$ cat src/rtl/calc_pkg.sv
// Shared encodings for the keypad calculator core: key codes, FSM states,
// operation codes and flag bit positions.
package calc_pkg;

    localparam logic [3:0] KEY_ADD = 4'd10;
    localparam logic [3:0] KEY_SUB = 4'd11;
    localparam logic [3:0] KEY_MUL = 4'd12;
    localparam logic [3:0] KEY_EQ  = 4'd13;
    localparam logic [3:0] KEY_CE  = 4'd14;
    localparam logic [3:0] KEY_C   = 4'd15;

    typedef enum logic [2:0] {
        ENTER_A = 3'd0,
        OP_WAIT = 3'd1,
        ENTER_B = 3'd2,
        CALC    = 3'd3,
        RESULT  = 3'd4,
        ERROR   = 3'd5
    } state_t;

    typedef enum logic [1:0] {
        OP_ADD = 2'd0,
        OP_SUB = 2'd1,
        OP_MUL = 2'd2
    } op_t;

    // Bit positions inside the {C,V,N,Z} flags word.
    localparam int FLAG_Z = 0;
    localparam int FLAG_N = 1;
    localparam int FLAG_V = 2;
    localparam int FLAG_C = 3;

    function automatic op_t key_to_op(input logic [3:0] code);
        case (code)
            KEY_SUB: return OP_SUB;
            KEY_MUL: return OP_MUL;
            default: return OP_ADD;
        endcase
    endfunction

endpackage

$ cat src/rtl/calc_mul_seq.sv
// Sequential signed multiplier: magnitudes are shift-added over WIDTH cycles
// and the sign is applied to the full 2*WIDTH product at the end.
module calc_mul_seq #(
    parameter int WIDTH = 8
) (
    input  logic                 clk,
    input  logic                 rst_n,
    input  logic                 start,
    input  logic                 abort,
    input  logic [WIDTH-1:0]     a,
    input  logic [WIDTH-1:0]     b,
    output logic                 done,
    output logic [2*WIDTH-1:0]   product
);

    // Handshake: start is a one-cycle pulse that samples a and b; done pulses
    // for one cycle WIDTH cycles later and product stays valid until the next
    // start. abort (or reset) cancels any run in progress and suppresses done.
    localparam int IW = (WIDTH > 1) ? $clog2(WIDTH) : 1;

    logic [2*WIDTH-1:0] mcand;
    logic [2*WIDTH-1:0] acc;
    logic [WIDTH-1:0]   mplier;
    logic [IW-1:0]      iter;
    logic               running;
    logic               neg;

    function automatic logic [WIDTH-1:0] mag(input logic [WIDTH-1:0] v);
        return v[WIDTH-1] ? (~v + 1'b1) : v;
    endfunction

    always_ff @(posedge clk) begin
        if (!rst_n || abort) begin
            mcand   <= '0;
            acc     <= '0;
            mplier  <= '0;
            iter    <= '0;
            running <= 1'b0;
            neg     <= 1'b0;
            done    <= 1'b0;
        end else begin
            done <= 1'b0;
            if (start) begin
                mcand   <= {{WIDTH{1'b0}}, mag(a)};
                mplier  <= mag(b);
                acc     <= '0;
                iter    <= '0;
                neg     <= a[WIDTH-1] ^ b[WIDTH-1];
                running <= 1'b1;
            end else if (running) begin
                if (mplier[0]) begin
                    acc <= acc + mcand;
                end
                mcand  <= mcand << 1;
                mplier <= mplier >> 1;
                iter   <= iter + IW'(1);
                if (iter == IW'(WIDTH - 1)) begin
                    running <= 1'b0;
                    done    <= 1'b1;
                end
            end
        end
    end

    assign product = neg ? (~acc + 1'b1) : acc;

endmodule

$ cat src/rtl/calc_core_p.sv
// Keypad calculator core: builds decimal operands from key events, runs
// add/sub/multiply with chaining, and drives the display value and flags.
module calc_core_p
    import calc_pkg::*;
#(
    parameter int WIDTH      = 8,
    parameter int MAX_DIGITS = 3,
    parameter int MUL_EN     = 1,
    localparam int CW        = $clog2(MAX_DIGITS + 1)
) (
    input  logic             CLK,
    input  logic             RST,
    input  logic             key_valid,
    input  logic [3:0]       key_code,
    output logic             key_ready,
    output logic [WIDTH-1:0] disp_val,
    output logic [1:0]       disp_src,
    output logic [3:0]       flags,
    output logic             err,
    output logic             busy,
    output logic [CW-1:0]    digit_cnt,
    output state_t           dbg_state,
    output op_t              dbg_op
);

    // Key handshake: a key is consumed on a rising edge where key_valid and
    // key_ready are both high; nothing is queued. C bypasses key_ready.
    localparam int EW = WIDTH + 5;
    localparam logic [EW-1:0] MAX_POS = {{(EW - WIDTH + 1){1'b0}}, {(WIDTH - 1){1'b1}}};

    state_t             state, state_nxt;
    op_t                op, op_nxt, pend, pend_nxt;
    logic [WIDTH-1:0]   a, a_nxt, b, b_nxt, r, r_nxt;
    logic [CW-1:0]      cnt_nxt;
    logic [3:0]         flags_nxt;
    logic               chain, chain_nxt;

    logic               key_take, key_clear, is_digit, is_op, digit_fits;
    logic [WIDTH-1:0]   acc_sel;
    logic [EW-1:0]      acc_new;
    logic [WIDTH:0]     sum_w, dif_w;
    logic [WIDTH-1:0]   res;
    logic               res_c, res_v, calc_done;
    logic               mul_start, mul_abort, mul_done;
    logic [2*WIDTH-1:0] mul_p;

    function automatic logic [3:0] mk_flags(input logic c, input logic v,
                                            input logic [WIDTH-1:0] val);
        logic [3:0] f;
        f         = '0;
        f[FLAG_C] = c;
        f[FLAG_V] = v;
        f[FLAG_N] = val[WIDTH-1];
        f[FLAG_Z] = (val == '0);
        return f;
    endfunction

    assign key_clear  = key_valid && (key_code == KEY_C);
    assign key_take   = key_valid && key_ready;
    assign is_digit   = (key_code <= 4'd9);
    assign is_op      = (key_code == KEY_ADD) || (key_code == KEY_SUB) ||
                        ((MUL_EN != 0) && (key_code == KEY_MUL));
    assign acc_sel    = (state == ENTER_B) ? b : a;
    assign acc_new    = EW'(acc_sel) * EW'(10) + EW'(key_code);
    assign digit_fits = (digit_cnt != CW'(MAX_DIGITS)) && (acc_new <= MAX_POS);

    assign sum_w = {1'b0, a} + {1'b0, b};
    assign dif_w = {1'b0, a} - {1'b0, b};

    always_comb begin
        res   = '0;
        res_c = 1'b0;
        res_v = 1'b0;
        case (op)
            OP_ADD: begin
                res   = sum_w[WIDTH-1:0];
                res_c = sum_w[WIDTH];
                res_v = (a[WIDTH-1] == b[WIDTH-1]) && (res[WIDTH-1] != a[WIDTH-1]);
            end
            OP_SUB: begin
                res   = dif_w[WIDTH-1:0];
                res_c = dif_w[WIDTH];
                res_v = (a[WIDTH-1] != b[WIDTH-1]) && (res[WIDTH-1] != a[WIDTH-1]);
            end
            OP_MUL: begin
                // In range only when the upper WIDTH+1 bits are a pure sign extension.
                res   = mul_p[WIDTH-1:0];
                res_v = !((&mul_p[2*WIDTH-1:WIDTH-1]) || !(|mul_p[2*WIDTH-1:WIDTH-1]));
            end
            default: ;
        endcase
    end

    assign calc_done = (op == OP_MUL) ? mul_done : 1'b1;

    always_comb begin
        state_nxt = state;
        op_nxt    = op;
        pend_nxt  = pend;
        a_nxt     = a;
        b_nxt     = b;
        r_nxt     = r;
        cnt_nxt   = digit_cnt;
        flags_nxt = flags;
        chain_nxt = chain;
        if (key_clear) begin
            state_nxt = ENTER_A;
            op_nxt    = OP_ADD;
            pend_nxt  = OP_ADD;
            a_nxt     = '0;
            b_nxt     = '0;
            r_nxt     = '0;
            cnt_nxt   = '0;
            flags_nxt = '0;
            chain_nxt = 1'b0;
        end else begin
            case (state)
                ENTER_A: if (key_take) begin
                    if (is_digit) begin
                        if (digit_fits) begin
                            a_nxt   = acc_new[WIDTH-1:0];
                            cnt_nxt = digit_cnt + CW'(1);
                        end
                    end else if (is_op) begin
                        op_nxt    = key_to_op(key_code);
                        cnt_nxt   = '0;
                        state_nxt = OP_WAIT;
                    end else if (key_code == KEY_EQ) begin
                        r_nxt     = a;
                        flags_nxt = mk_flags(1'b0, 1'b0, a);
                        state_nxt = RESULT;
                    end else if (key_code == KEY_CE) begin
                        a_nxt   = '0;
                        cnt_nxt = '0;
                    end
                end
                OP_WAIT: if (key_take) begin
                    if (is_digit) begin
                        b_nxt     = WIDTH'(key_code);
                        cnt_nxt   = CW'(1);
                        state_nxt = ENTER_B;
                    end else if (is_op) begin
                        op_nxt = key_to_op(key_code);
                    end
                end
                ENTER_B: if (key_take) begin
                    if (is_digit) begin
                        if (digit_fits) begin
                            b_nxt   = acc_new[WIDTH-1:0];
                            cnt_nxt = digit_cnt + CW'(1);
                        end
                    end else if (is_op) begin
                        pend_nxt  = key_to_op(key_code);
                        chain_nxt = 1'b1;
                        state_nxt = CALC;
                    end else if (key_code == KEY_EQ) begin
                        chain_nxt = 1'b0;
                        state_nxt = CALC;
                    end else if (key_code == KEY_CE) begin
                        b_nxt   = '0;
                        cnt_nxt = '0;
                    end
                end
                CALC: if (calc_done) begin
                    r_nxt     = res;
                    flags_nxt = mk_flags(res_c, res_v, res);
                    if (res_v) begin
                        state_nxt = ERROR;
                    end else if (chain) begin
                        a_nxt     = res;
                        op_nxt    = pend;
                        cnt_nxt   = '0;
                        state_nxt = OP_WAIT;
                    end else begin
                        state_nxt = RESULT;
                    end
                end
                RESULT: if (key_take) begin
                    if (is_digit) begin
                        a_nxt     = WIDTH'(key_code);
                        cnt_nxt   = CW'(1);
                        flags_nxt = '0;
                        state_nxt = ENTER_A;
                    end else if (is_op) begin
                        a_nxt     = r;
                        op_nxt    = key_to_op(key_code);
                        cnt_nxt   = '0;
                        state_nxt = OP_WAIT;
                    end else if (key_code == KEY_CE) begin
                        a_nxt     = '0;
                        cnt_nxt   = '0;
                        state_nxt = ENTER_A;
                    end
                end
                default: ;
            endcase
        end
    end

    // Operands are final on the edge that leaves ENTER_B, so the multiplier
    // samples them on that same edge.
    assign mul_start = (state == ENTER_B) && (state_nxt == CALC) && (op == OP_MUL);
    assign mul_abort = key_clear;

    always_ff @(posedge CLK) begin
        if (!RST) begin
            state     <= ENTER_A;
            op        <= OP_ADD;
            pend      <= OP_ADD;
            a         <= '0;
            b         <= '0;
            r         <= '0;
            digit_cnt <= '0;
            flags     <= '0;
            chain     <= 1'b0;
        end else begin
            state     <= state_nxt;
            op        <= op_nxt;
            pend      <= pend_nxt;
            a         <= a_nxt;
            b         <= b_nxt;
            r         <= r_nxt;
            digit_cnt <= cnt_nxt;
            flags     <= flags_nxt;
            chain     <= chain_nxt;
        end
    end

    generate
        if (MUL_EN != 0) begin : g_mul
            calc_mul_seq #(.WIDTH(WIDTH)) u_mul (
                .clk     (CLK),
                .rst_n   (RST),
                .start   (mul_start),
                .abort   (mul_abort),
                .a       (a),
                .b       (b),
                .done    (mul_done),
                .product (mul_p)
            );
        end else begin : g_nomul
            assign mul_done = 1'b0;
            assign mul_p    = '0;
        end
    endgenerate

    always_comb begin
        disp_val = a;
        disp_src = 2'd0;
        case (state)
            ENTER_B, CALC: begin
                disp_val = b;
                disp_src = 2'd1;
            end
            RESULT: begin
                disp_val = r;
                disp_src = 2'd2;
            end
            ERROR: begin
                disp_val = '0;
                disp_src = 2'd3;
            end
            default: ;
        endcase
    end

    assign key_ready = (state != CALC);
    assign busy      = (state == CALC);
    assign err       = (state == ERROR);
    assign dbg_state = state;
    assign dbg_op    = op;

endmodule

$ cat config.mk
export PLATFORM = sky130hd
export DESIGN_NAME = calc_core_p
export DESIGN_NICKNAME = d
export VERILOG_FILES = /design/src/rtl/calc_pkg.sv /design/src/rtl/calc_mul_seq.sv /design/src/rtl/calc_core_p.sv
export SDC_FILE = /design/constraint.sdc
export NUM_CORES = 1
export LEC_CHECK = 0
export CAP_MARGIN = 25
export CORE_MARGIN = 10
export CORE_UTILIZATION = 56
export DETAILED_ROUTE_END_ITERATION = 8
export PLACE_DENSITY = 0.78
export SYNTH_ARGS = -nofsm -noshare
export SYNTH_HDL_FRONTEND = slang
export SYNTH_SLANG_ARGS = --single-unit
$ cat constraint.sdc
create_clock -name CLK -period 4.2 [get_ports CLK]
set_input_delay 0.42 -clock CLK [delete_from_list [all_inputs] [get_ports CLK]]
set_output_delay 0.42 -clock CLK [all_outputs]
set_load 0.1 [all_outputs]
Word-level counts from Yosys, hierarchy flattened
Cells that the tools add are included.
{"block": "word_totals", "latchBits": 0, "mem_bits_rw": 0, "inputBits": 7, "register_bits": 84, "out_inout_bits": 24, "romBits": 0, "wordCells": 220, "n_memories": 0}
{"block": "op_classes", "n_mul": 1, "add_sub_neg": 9, "div_mod_pow": 0, "n_eq_ne": 43, "n_shift": 0, "n_lt_le_gt_ge": 2, "n_mux": 100, "n_reduce_logical": 41, "bitwise": 7}
{"operator": "8-bit two-way mux", "n": 31}
{"operator": "8-bit one-hot mux with 3 select lines", "n": 3}
{"operator": "3-bit two-way mux", "n": 18}
{"operator": "2-bit two-way mux", "n": 23}
{"operator": "8-bit one-hot mux with 2 select lines", "n": 2}
{"operator": "4-bit two-way mux", "n": 7}
{"operator": "2-bit != test (second input constant)", "n": 13}
{"operator": "4-bit equality test (second input constant)", "n": 6}
{"operator": "3-bit != test (second input constant)", "n": 6}
{"operator": "9-bit AND reduction", "n": 2}
{"operator": "16-bit by 1-bit adder with 16-bit output (second input constant)", "n": 1}
{"operator": "16-bit adder", "n": 1}
{"operator": "8-bit by 1-bit adder with 8-bit output (second input constant)", "n": 2}
{"operator": "8-bit zero test", "n": 2}
{"operator": "16-bit two-way mux", "n": 1}
{"operator": "16-bit NOT", "n": 1}
{"operator": "8-bit NOT", "n": 2}
{"operator": "8-bit AND reduction", "n": 2}
{"operator": "3-bit one-hot mux with 5 select lines", "n": 1}
{"operator": "12-bit by 4-bit adder with 13-bit output", "n": 1}
{"operator": "13-bit by 7-bit less-or-equal comparator with 1-bit output (second input constant)", "n": 1}
{"operator": "4-bit one-hot mux with 3 select lines", "n": 1}
{"operator": "8-bit by 3-bit multiplier with 11-bit output (second input constant)", "n": 1}
{"operator": "2-bit one-hot mux with 5 select lines", "n": 1}
{"operator": "37 further kinds", "n": 74}

Logic depth before layout (Yosys ltp)
Gate-level depths: netlist of run 1.
{"block": "logic_depth", "depth_word": 16, "ltp_mapped": 21, "mapped_depth_nobuf": 17}

Hierarchy
Synthesis of run 1 repeated with hierarchy kept, for this count alone.
{"block": "unflattened", "hier_cells": 1000, "area_unflattened_um2": 7581.0}
{"module": "calc_core_p", "n_inst": 1, "cells_each": 599, "seq_area_each_um2": 760.7, "area_per_inst_um2": 4334.2}
{"module": "calc_mul_seq", "n_inst": 1, "cells_each": 401, "seq_area_each_um2": 920.9, "area_per_inst_um2": 3246.9}

Least setup slack after synthesis of run 1
Ideal clock, no wire load.
{"block": "synth_path", "path_kind": "register to register", "startpoint": "register state[1] (netlist: dbg_state[1])", "endpoint": "register b[4]", "period_less_slack_ns": 5.334, "n_path_buf": 4, "path_stages_with_launch": 22, "setup_ns": 0.128, "t_required_ns": 4.072, "t_arrival_ns": 5.206, "setup_slack_ns": -1.134, "path_cell_list": "dfxtp_1 clkbuf_1 nor2b_1 and2_1 clkbuf_1 clkbuf_1 nor2_1 a21o_1 ha_1 ha_1 inv_1 fa_1 xor2_1 a2111oi_0 o21ai_0 mux2i_1 nand3_1 a21oi_1 a21oi_1 clkbuf_1 a22oi_1 nor2_1"}
{"block": "synth_via", "elab_chain_cells": 8, "word_cells_on_any_way": 22, "cone_classes": "1 x add/sub; 1 x mul; 1 x order compare; 10 x eq/ne; 5 x mux; 4 x reduce/logical"}
{"element": "start, declared", "line": "calc_core_p.sv:31", "source": "state_t state, state_nxt;"}
{"element": "start signal, assigned", "line": "calc_core_p.sv:217", "source": "state <= state_nxt;"}
{"element": "3-bit by 2-bit equality test with 1-bit output", "line": "calc_core_p.sv:63, calc_core_p.sv:117"}
{"element": "8-bit two-way mux", "line": "calc_core_p.sv:63", "source": "assign acc_sel = (state == ENTER_B) ? b : a;"}
{"element": "8-bit by 3-bit multiplier with 11-bit output", "line": "calc_core_p.sv:64", "source": "assign acc_new = EW'(acc_sel) * EW'(10) + EW'(key_code);"}
{"element": "12-bit by 4-bit adder with 13-bit output", "line": "calc_core_p.sv:64"}
{"element": "13-bit by 7-bit less-or-equal comparator with 1-bit output / 8-bit two-way mux (equally long branches)", "line": "calc_core_p.sv:65, calc_core_p.sv:148"}
{"element": "1-bit logical AND / 8-bit two-way mux (equally long branches)", "line": "calc_core_p.sv:65, calc_core_p.sv:147"}
{"element": "3-bit != test (no source line) / 8-bit two-way mux (equally long branches)"}
{"element": "8-bit AND reduction (no source line) / 8-bit one-hot mux with 2 select lines (equally long branches)"}
{"element": "end signal, assigned", "line": "calc_core_p.sv:221", "source": "b <= b_nxt;"}
{"element": "end, declared", "line": "calc_core_p.sv:33", "source": "logic [WIDTH-1:0] a, a_nxt, b, b_nxt, r, r_nxt;"}
Parallel ways exist; a longest one is shown, timed or not. The select of a mux whose other input is x is not followed.
A chain may end at the register's enable or synchronous reset.

Worst setup path in the final report of run 1
{"block": "layout_path", "startpoint": "register state[1] (netlist: dbg_state[1])", "endpoint": "register b[0]"}
{"block": "layout_via", "elab_chain_cells": 8, "word_cells_on_any_way": 19, "cone_classes": "1 x add/sub; 1 x mul; 1 x order compare; 10 x eq/ne; 2 x mux; 4 x reduce/logical"}
{"element": "3-bit by 2-bit equality test with 1-bit output", "line": "calc_core_p.sv:63, calc_core_p.sv:117"}
{"element": "8-bit two-way mux", "line": "calc_core_p.sv:63"}
{"element": "8-bit by 3-bit multiplier with 11-bit output", "line": "calc_core_p.sv:64"}
{"element": "12-bit by 4-bit adder with 13-bit output", "line": "calc_core_p.sv:64"}
{"element": "13-bit by 7-bit less-or-equal comparator with 1-bit output", "line": "calc_core_p.sv:65", "source": "assign digit_fits = (digit_cnt != CW'(MAX_DIGITS)) && (acc_new <= MAX_POS);"}
{"element": "1-bit logical AND", "line": "calc_core_p.sv:65"}
{"element": "3-bit != test (no source line)"}
{"element": "8-bit AND reduction (no source line)"}
Parallel ways exist; a longest one is shown, timed or not.

==> results of run 1 <==
==> cell usage in the layout, fill, tap and decap left out, types with 8 or more instances in the layout <==
cell             instances
nand2_1                 79
mux2i_1                 19
nor2_1                 101
clkdlybuf4s50_1         21
and3_1                   8
clkbuf_16                9
a21o_1                  13
xor2_1                  14
o21a_1                   9
nor3_1                  24
xnor2_1                 29
buf_4                   47
nor2b_1                 24
dfxtp_1                 80
nand4_1                  9
o31ai_1                 11
nor3b_1                  8
a211oi_1                45
a21oi_1                 79
nand2b_1                 8
o21ai_0                 38
inv_1                   45
or3_1                   11
ha_1                    52
a222oi_1                 8
nand3_1                 21
==> registers in the layout (all words and copies together) (netlist names), named ones only <==
signal and flops:
a 8, b 8, chain 1, dbg_op 2, dbg_state 3, digit_cnt 1, flags 4, g_mul.u_mul.acc 16
g_mul.u_mul.done 1, g_mul.u_mul.iter 3, g_mul.u_mul.mcand 16, g_mul.u_mul.mplier 8, g_mul.u_mul.neg 1, g_mul.u_mul.running 1, pend 2, r 8
==> cells by family (layout without fill, tap and decap cells) <==
group | after synthesis | in the layout | synth area share [%]
mux | 22 | 22 | 3.25
xor+xnor | 43 | 43 | 5.38
flops | 84 | 84 | 24.0
simple gates | 326 | 326 | 22.6
buf+inv | 106 | 130 | 5.81
fa+ha+maj | 57 | 57 | 10.7
compound gates | 289 | 289 | 28.2
==> cells in the mapped netlist, types with 6 or more instances <==
cell type	n	area, sq um
nor2_1	102	383
dfxtp_1	84	1680
a21oi_1	82	410
nand2_1	80	300
clkbuf_1	54	203
ha_1	52	651
a211oi_1	45	338
inv_1	45	169
o21ai_0	40	200
xnor2_1	29	254
nor2b_1	24	150
nor3_1	24	120
nand3_1	22	110
mux2i_1	19	190
xor2_1	14	123
a21o_1	13	97.6
o31ai_1	11	82.6
or3_1	11	68.8
nand4_1	9	56.3
o21a_1	9	67.6
a2111oi_0	8	70.1
a222oi_1	8	80.1
and3_1	8	50.1
nand2b_1	8	50.1
nor3b_1	8	60.1
nor4_1	7	43.8
o22ai_1	7	43.8
a31oi_1	6	37.5
==> timing repair <==
action,CTS,global route
setup buffers,0,3
endpoints found under the setup margin,0,10
resized for setup,0,6
==> metrics by stage <==
step                      TNS, ns  utilization, %
after floorplan                 0               -
after global placement          0            62.5
after detailed placement        0            62.5
after CTS                       0            64.9
after global routing      -0.0142            65.3
final                           0            65.3
==> critical path, stage by stage (launching register included) <==
cell       delay (ns)
dfxtp_4          0.34
nor2b_1          0.18
nand2_1          0.16
buf_4            0.19
nand2_1          0.07
o21ai_0          0.15
ha_1             0.35
inv_1            0.07
fa_2             0.40
xor2_1           0.22
a2111oi_4        0.34
o21ai_1          0.12
mux2i_1          0.24
nand3_2          0.21
a21oi_4          0.27
a21oi_2          0.14
or2_2            0.34
a21oi_1          0.16
==> layout make-up <==
class | count | area (sq um)
clock buffers | 10 | 239
clock inverters | 5 | 61.3
fillers | 1053 | 4210
inverters | 47 | 176
multi-input cells | 737 | 4960
flip-flops and latches | 84 | 1690
well taps | 168 | 210
repair buffers | 68 | 563
==> worst max-delay path by stage <==
stage	startpoint	to	cells past startpoint
floorplan	dbg_state[1]$_SDFF_PN0_	b[4]$_SDFFE_PP0P_	20
global placement	dbg_state[1]$_SDFF_PN0_	b[0]$_SDFFE_PP0P_	16
detailed placement	dbg_state[1]$_SDFF_PN0_	b[0]$_SDFFE_PP0P_	16
CTS	dbg_state[1]$_SDFF_PN0_	b[0]$_SDFFE_PP0P_	16
global route	dbg_state[1]$_SDFF_PN0_	a[1]$_SDFFE_PP0P_	17
finish	dbg_state[1]$_SDFF_PN0_	b[0]$_SDFFE_PP0P_	17
==> per-layer routing <==
metal,wire (microns),global-route usage [%]
met1,9170,31.6
met4,598,9.33
met5,0,0
met2,9330,35.9
met3,2040,4.23
==> power groups by stage <==
stage          Sequential, mW  Clock [mW]  Combinational, mW
2_1_floorplan           0.885           0              0.533
3_3_place_gp            0.847           0              0.752
3_5_place_dp            0.847           0              0.761
4_1_cts                 0.829       0.831              0.766
5_1_grt                 0.831       0.865              0.859
6_report                0.830       0.830              0.794
==> results_dict.tcl, run 1 <==
set metrics [dict create \
    status "complete, no violations" \
    die_x_microns 132 \
    yosys.cell_types.count 76 \
    synth_area_per_cell_sq_um 7.55 \
    reg2reg_depth 17 \
    htree_num_levels 3 \
    path_class "flip-flop to flip-flop" \
    switching_share_pct 36.2 \
    crit_path_start_kind "flip-flop" \
    pin_count 31 \
    timing.hold.ws_ns 0.484 \
    drtIter0Drc 881 \
    die_h_microns 132 \
    hold_viol 0 \
    clock_sinks 84 \
    drive_gt1_share_pct 9.78 \
    hold_depth 2 \
    first_pass_iters 6 \
    place.gp.congestion 0.972 \
    hp-class "flip-flop to flip-flop" \
    grt_use_total_pct 23.4 \
    syn_to_final_growth_pct 12.9 \
    tightest_slew_ns 1.01 \
    synth_cells 927 \
    routed_wl_microns 21100 \
    netSwitchingPower_mw 0.889 \
    grt_start_max_net_pins 35 \
    clk_pin_slew_ns 0.07 \
    start_util_pct 57.8 \
    hold_path.startpoint "flags[3]$_SDFFE_PP0P_" \
    die_area_sq_um 17400 \
    fin_nets 1011 \
    holdPathEnd "flags[3]$_SDFFE_PP0P_" \
    critPathRequiredTime_ns 4.47 \
    comb_power_share_pct 32.4 \
    maxCapViolations 0 \
    avgViaCountPerCell 6.38 \
    vias 7140 \
    vdd_drop_max_v 0.000214 \
    holdBufCountCts 0 \
    layout.cells.non_filler 1119 \
    tritoncts "built" \
    io_buffers 30 \
    max-clock-path-buffers 2 \
    dpl.cell_count 1101 \
    cp_max_fo 12 \
    preCtsSetupSlack_ns 0.0955 \
    synthesis.area_sq_um 7000 \
    ys_seq_area_share_pct 24.0 \
    antenna_found_initial 1 \
    core_area_sq_um 12100 \
    crit_path_end_kind "flip-flop" \
    cts_root_buffer "clkbuf_16" \
    drcViolationCount 0 \
    drv_slew 0 \
    ant_nets 0 \
    synthArstFlopShare_pct 0 \
    dpl.hpwl_microns 15500 \
    worst_r2r_startpoint "dbg_state[1]$_SDFF_PN0_" \
    fin_skew_ns 0.0118 \
    design_area_sq_um 7900 \
    timing.rr.end "b[0]$_SDFFE_PP0P_" \
    ys_warn_count 0 \
    clk_latency_ns 0.36 \
    total_power_mw 2.45 \
    rrSetupSlack_ns 0.17 \
    fin_ws_ns 0.171 \
    fmax_ghz 0.248 \
    cp.arrival_ns 4.30 \
    period_minus_slack_ns 4.03 \
    finalCritPeriodShare_pct 95.9 \
    ys_ff_latch 84 \
    dpl_cell_area_sq_um 7570 \
    internal_power_mw 1.57 \
    leakage_nw 3.09 \
    clockPowerShare_pct 33.8 \
    routedWlPerCell_microns 18.9 \
    synth_edf_count 0 \
    grt_pass1_vias 6525 \
    overflow 0 \
    setup-violations-final 0 \
    timing.slew.headroom_pct 32.3 \
    rows 40 \
    power_frac_seq_pct 33.8 \
    synthesis.nets 991 \
    synth_ff_type "dfxtp_1" \
    cts-buffers-inserted 9 \
    diodes 0 \
    grt_pass1_wl_microns 34200 \
    pwr_density_cell_nw_per_um2 311 \
]
Note: power is estimated with default switching activity, not from simulation.
==> run 2: changes to the inputs <==
CAP_MARGIN = 20   (was 25)
REMOVE_ABC_BUFFERS = 1   (was default)
==> run 2 against run 1 <==
Cell area grew 1.3%. Sequential share of layout area decreased by 0.35 points. Die area stayed put. Worst hold slack hardly changed. Combinational power is 2.8% higher. Critical path type unchanged. Largest power group is now clock.
==> results_dict.tcl, run 2 (same netlist as run 1, synthesis figures left out) <==
set metrics [dict create \
    status "complete, no violations" \
    ant_nets 0 \
    setup-violations-final 0 \
    fin_ws_ns 0.203 \
    slowest_stage "fa_1" \
    overflow 0 \
    start_util_pct 57.8 \
    routed_wl_microns 21200 \
    antenna_found_initial 0 \
    design_area_sq_um 8010 \
    io_buffers 30 \
    grt_use_total_pct 23.6 \
    worst_r2r_startpoint "dbg_state[1]$_SDFF_PN0_" \
    clock_sinks 84 \
    finalCritPeriodShare_pct 95.2 \
    drv_slew 0 \
    max_stage_delay_ns 0.47 \
    timing.rr.end "a[3]$_SDFFE_PP0P_" \
    die_x_microns 132 \
    avgViaCountPerCell 6.42 \
    final_cell_mix "nor2_1, dfxtp_1, nand2_1, a21oi_1, buf_4" \
    place.gp.congestion 0.939 \
    period_minus_slack_ns 4.00 \
    timing.hold.ws_ns 0.485 \
    rrSetupSlack_ns 0.20 \
    die_h_microns 132 \
    preCtsSetupSlack_ns -0.135 \
    grt_pass1_wl_microns 34600 \
    crit_chain "nor2b_1 > nand2_1 > o21ai_0 > ha_1 > ha_1 > inv_1 > fa_1 > a2111oi_2 > buf_4 > mux2i_1 > nand3_2 > a21oi_2 > a41oi_4 > buf_6 > mux2i_1 > nor2_1" \
    cp.arrival_ns 4.21 \
    critPathRequiredTime_ns 4.41 \
    drive_gt1_share_pct 10.7 \
    holdPathEnd "pend[0]$_SDFFE_PP0P_" \
    hold_depth 2 \
    clk_latency_ns 0.35 \
    first_pass_iters 9 \
    cp_max_fo 8 \
    fin_skew_ns 0.00971 \
    reg2reg_depth 16 \
    die_area_sq_um 17400 \
    drcViolationCount 0 \
    max-clock-path-buffers 2 \
    rows 40 \
    routedWlPerCell_microns 18.8 \
    htree_num_levels 3 \
    total_power_mw 2.53 \
    maxCapViolations 0 \
    grt_start_max_net_pins 48 \
    dpl.hpwl_microns 15500 \
    hold_path.startpoint "pend[0]$_SDFFE_PP0P_" \
    final_common_cell "nor2_1" \
    path_class "flip-flop to flip-flop" \
    cts_root_buffer "clkbuf_16" \
    utilization_pct 66.1 \
    diodes 0 \
    dpl_cell_area_sq_um 7610 \
    fin_nets 1021 \
    vdd_drop_max_v 0.000250 \
    hp-class "flip-flop to flip-flop" \
    cts-buffers-inserted 9 \
    pin_count 31 \
    timing.slew.headroom_pct 33.7 \
    cp.buffers_inverters 3 \
    tightest_slew_ns 0.992 \
    crit_path_start_kind "flip-flop" \
    drtIter0Drc 753 \
    crit_family "compound AO/OA/AOI/OAI gates" \
    pwr_density_cell_nw_per_um2 316 \
    leakage_nw 3.15 \
    reg_top3 "g_mul.u_mul.acc (16), g_mul.u_mul.mcand (16)" \
    fmax_ghz 0.250 \
    vias 7249 \
    tritoncts "built" \
    clk_pin_slew_ns 0.07 \
    hold_viol 0 \
    syn_to_final_growth_pct 14.4 \
    core_area_sq_um 12100 \
    crit_path_end_kind "flip-flop" \
    grt_pass1_vias 6678 \
]
run 2: worst max-delay path by stage:
stage                                  from                end  cells past startpoint  slack (ns)
finish              dbg_state[1]$_SDFF_PN0_  a[3]$_SDFFE_PP0P_                     16        0.20
global placement    dbg_state[1]$_SDFF_PN0_  b[1]$_SDFFE_PP0P_                     18        0.09
detailed placement  dbg_state[1]$_SDFF_PN0_  b[1]$_SDFFE_PP0P_                     18       -0.14
global route        dbg_state[1]$_SDFF_PN0_  a[5]$_SDFFE_PP0P_                     15       -0.03
CTS                 dbg_state[1]$_SDFF_PN0_  a[1]$_SDFFE_PP0P_                     17        0.04
floorplan           dbg_state[1]$_SDFF_PN0_  b[0]$_SDFFE_PP0P_                     17       -1.45
run 2: routing by layer:
layer	routed length [microns]	GRT usage [%]
met1	9330	31.8
met2	9460	36.4
met3	1750	4.12
met4	714	10.1
met5	0	0
run 2: worst min-delay path, cell delays in order, from the launching register on:
cell and delay [ns]:
dfxtp_1 0.32, nand2_1 0.06, a21oi_1 0.06
run 2: layout make-up:
cell class                 count  area (sq um)
timing repair buffer          78           639
tap                          168           210
clock buffer                  11           243
fill                        1052          4110
inverter                      47           176
sequential                    84          1680
multi-input combinational    737          4970
clock inverter                 5          83.8
run 2: where the power goes:
group | switching, mW | internal [mW] | total (mW)
logic | 0.531 | 0.285 | 0.816
clock network | 0.348 | 0.540 | 0.888
registers | 0.0148 | 0.814 | 0.828
total | 0.894 | 1.64 | 2.53
run 2: metrics by stage:
| stage | setup TNS (ns) | std cells |
|---|---|---|
| after floorplan | -25.91 | 868 |
| after global placement | 0 | 1112 |
| after detailed placement | -0.513 | 1112 |
| after CTS | 0 | 1128 |
| after global routing | -0.0664 | 1130 |
| final | 0 | 1130 |
run 2: what timing repair did:
action,4_1_cts,5_1_grt
resized for setup,3,11
hold buffers,0,0
pin swaps,0,1
endpoints found under the setup margin,13,18
buffers inserted,0,2
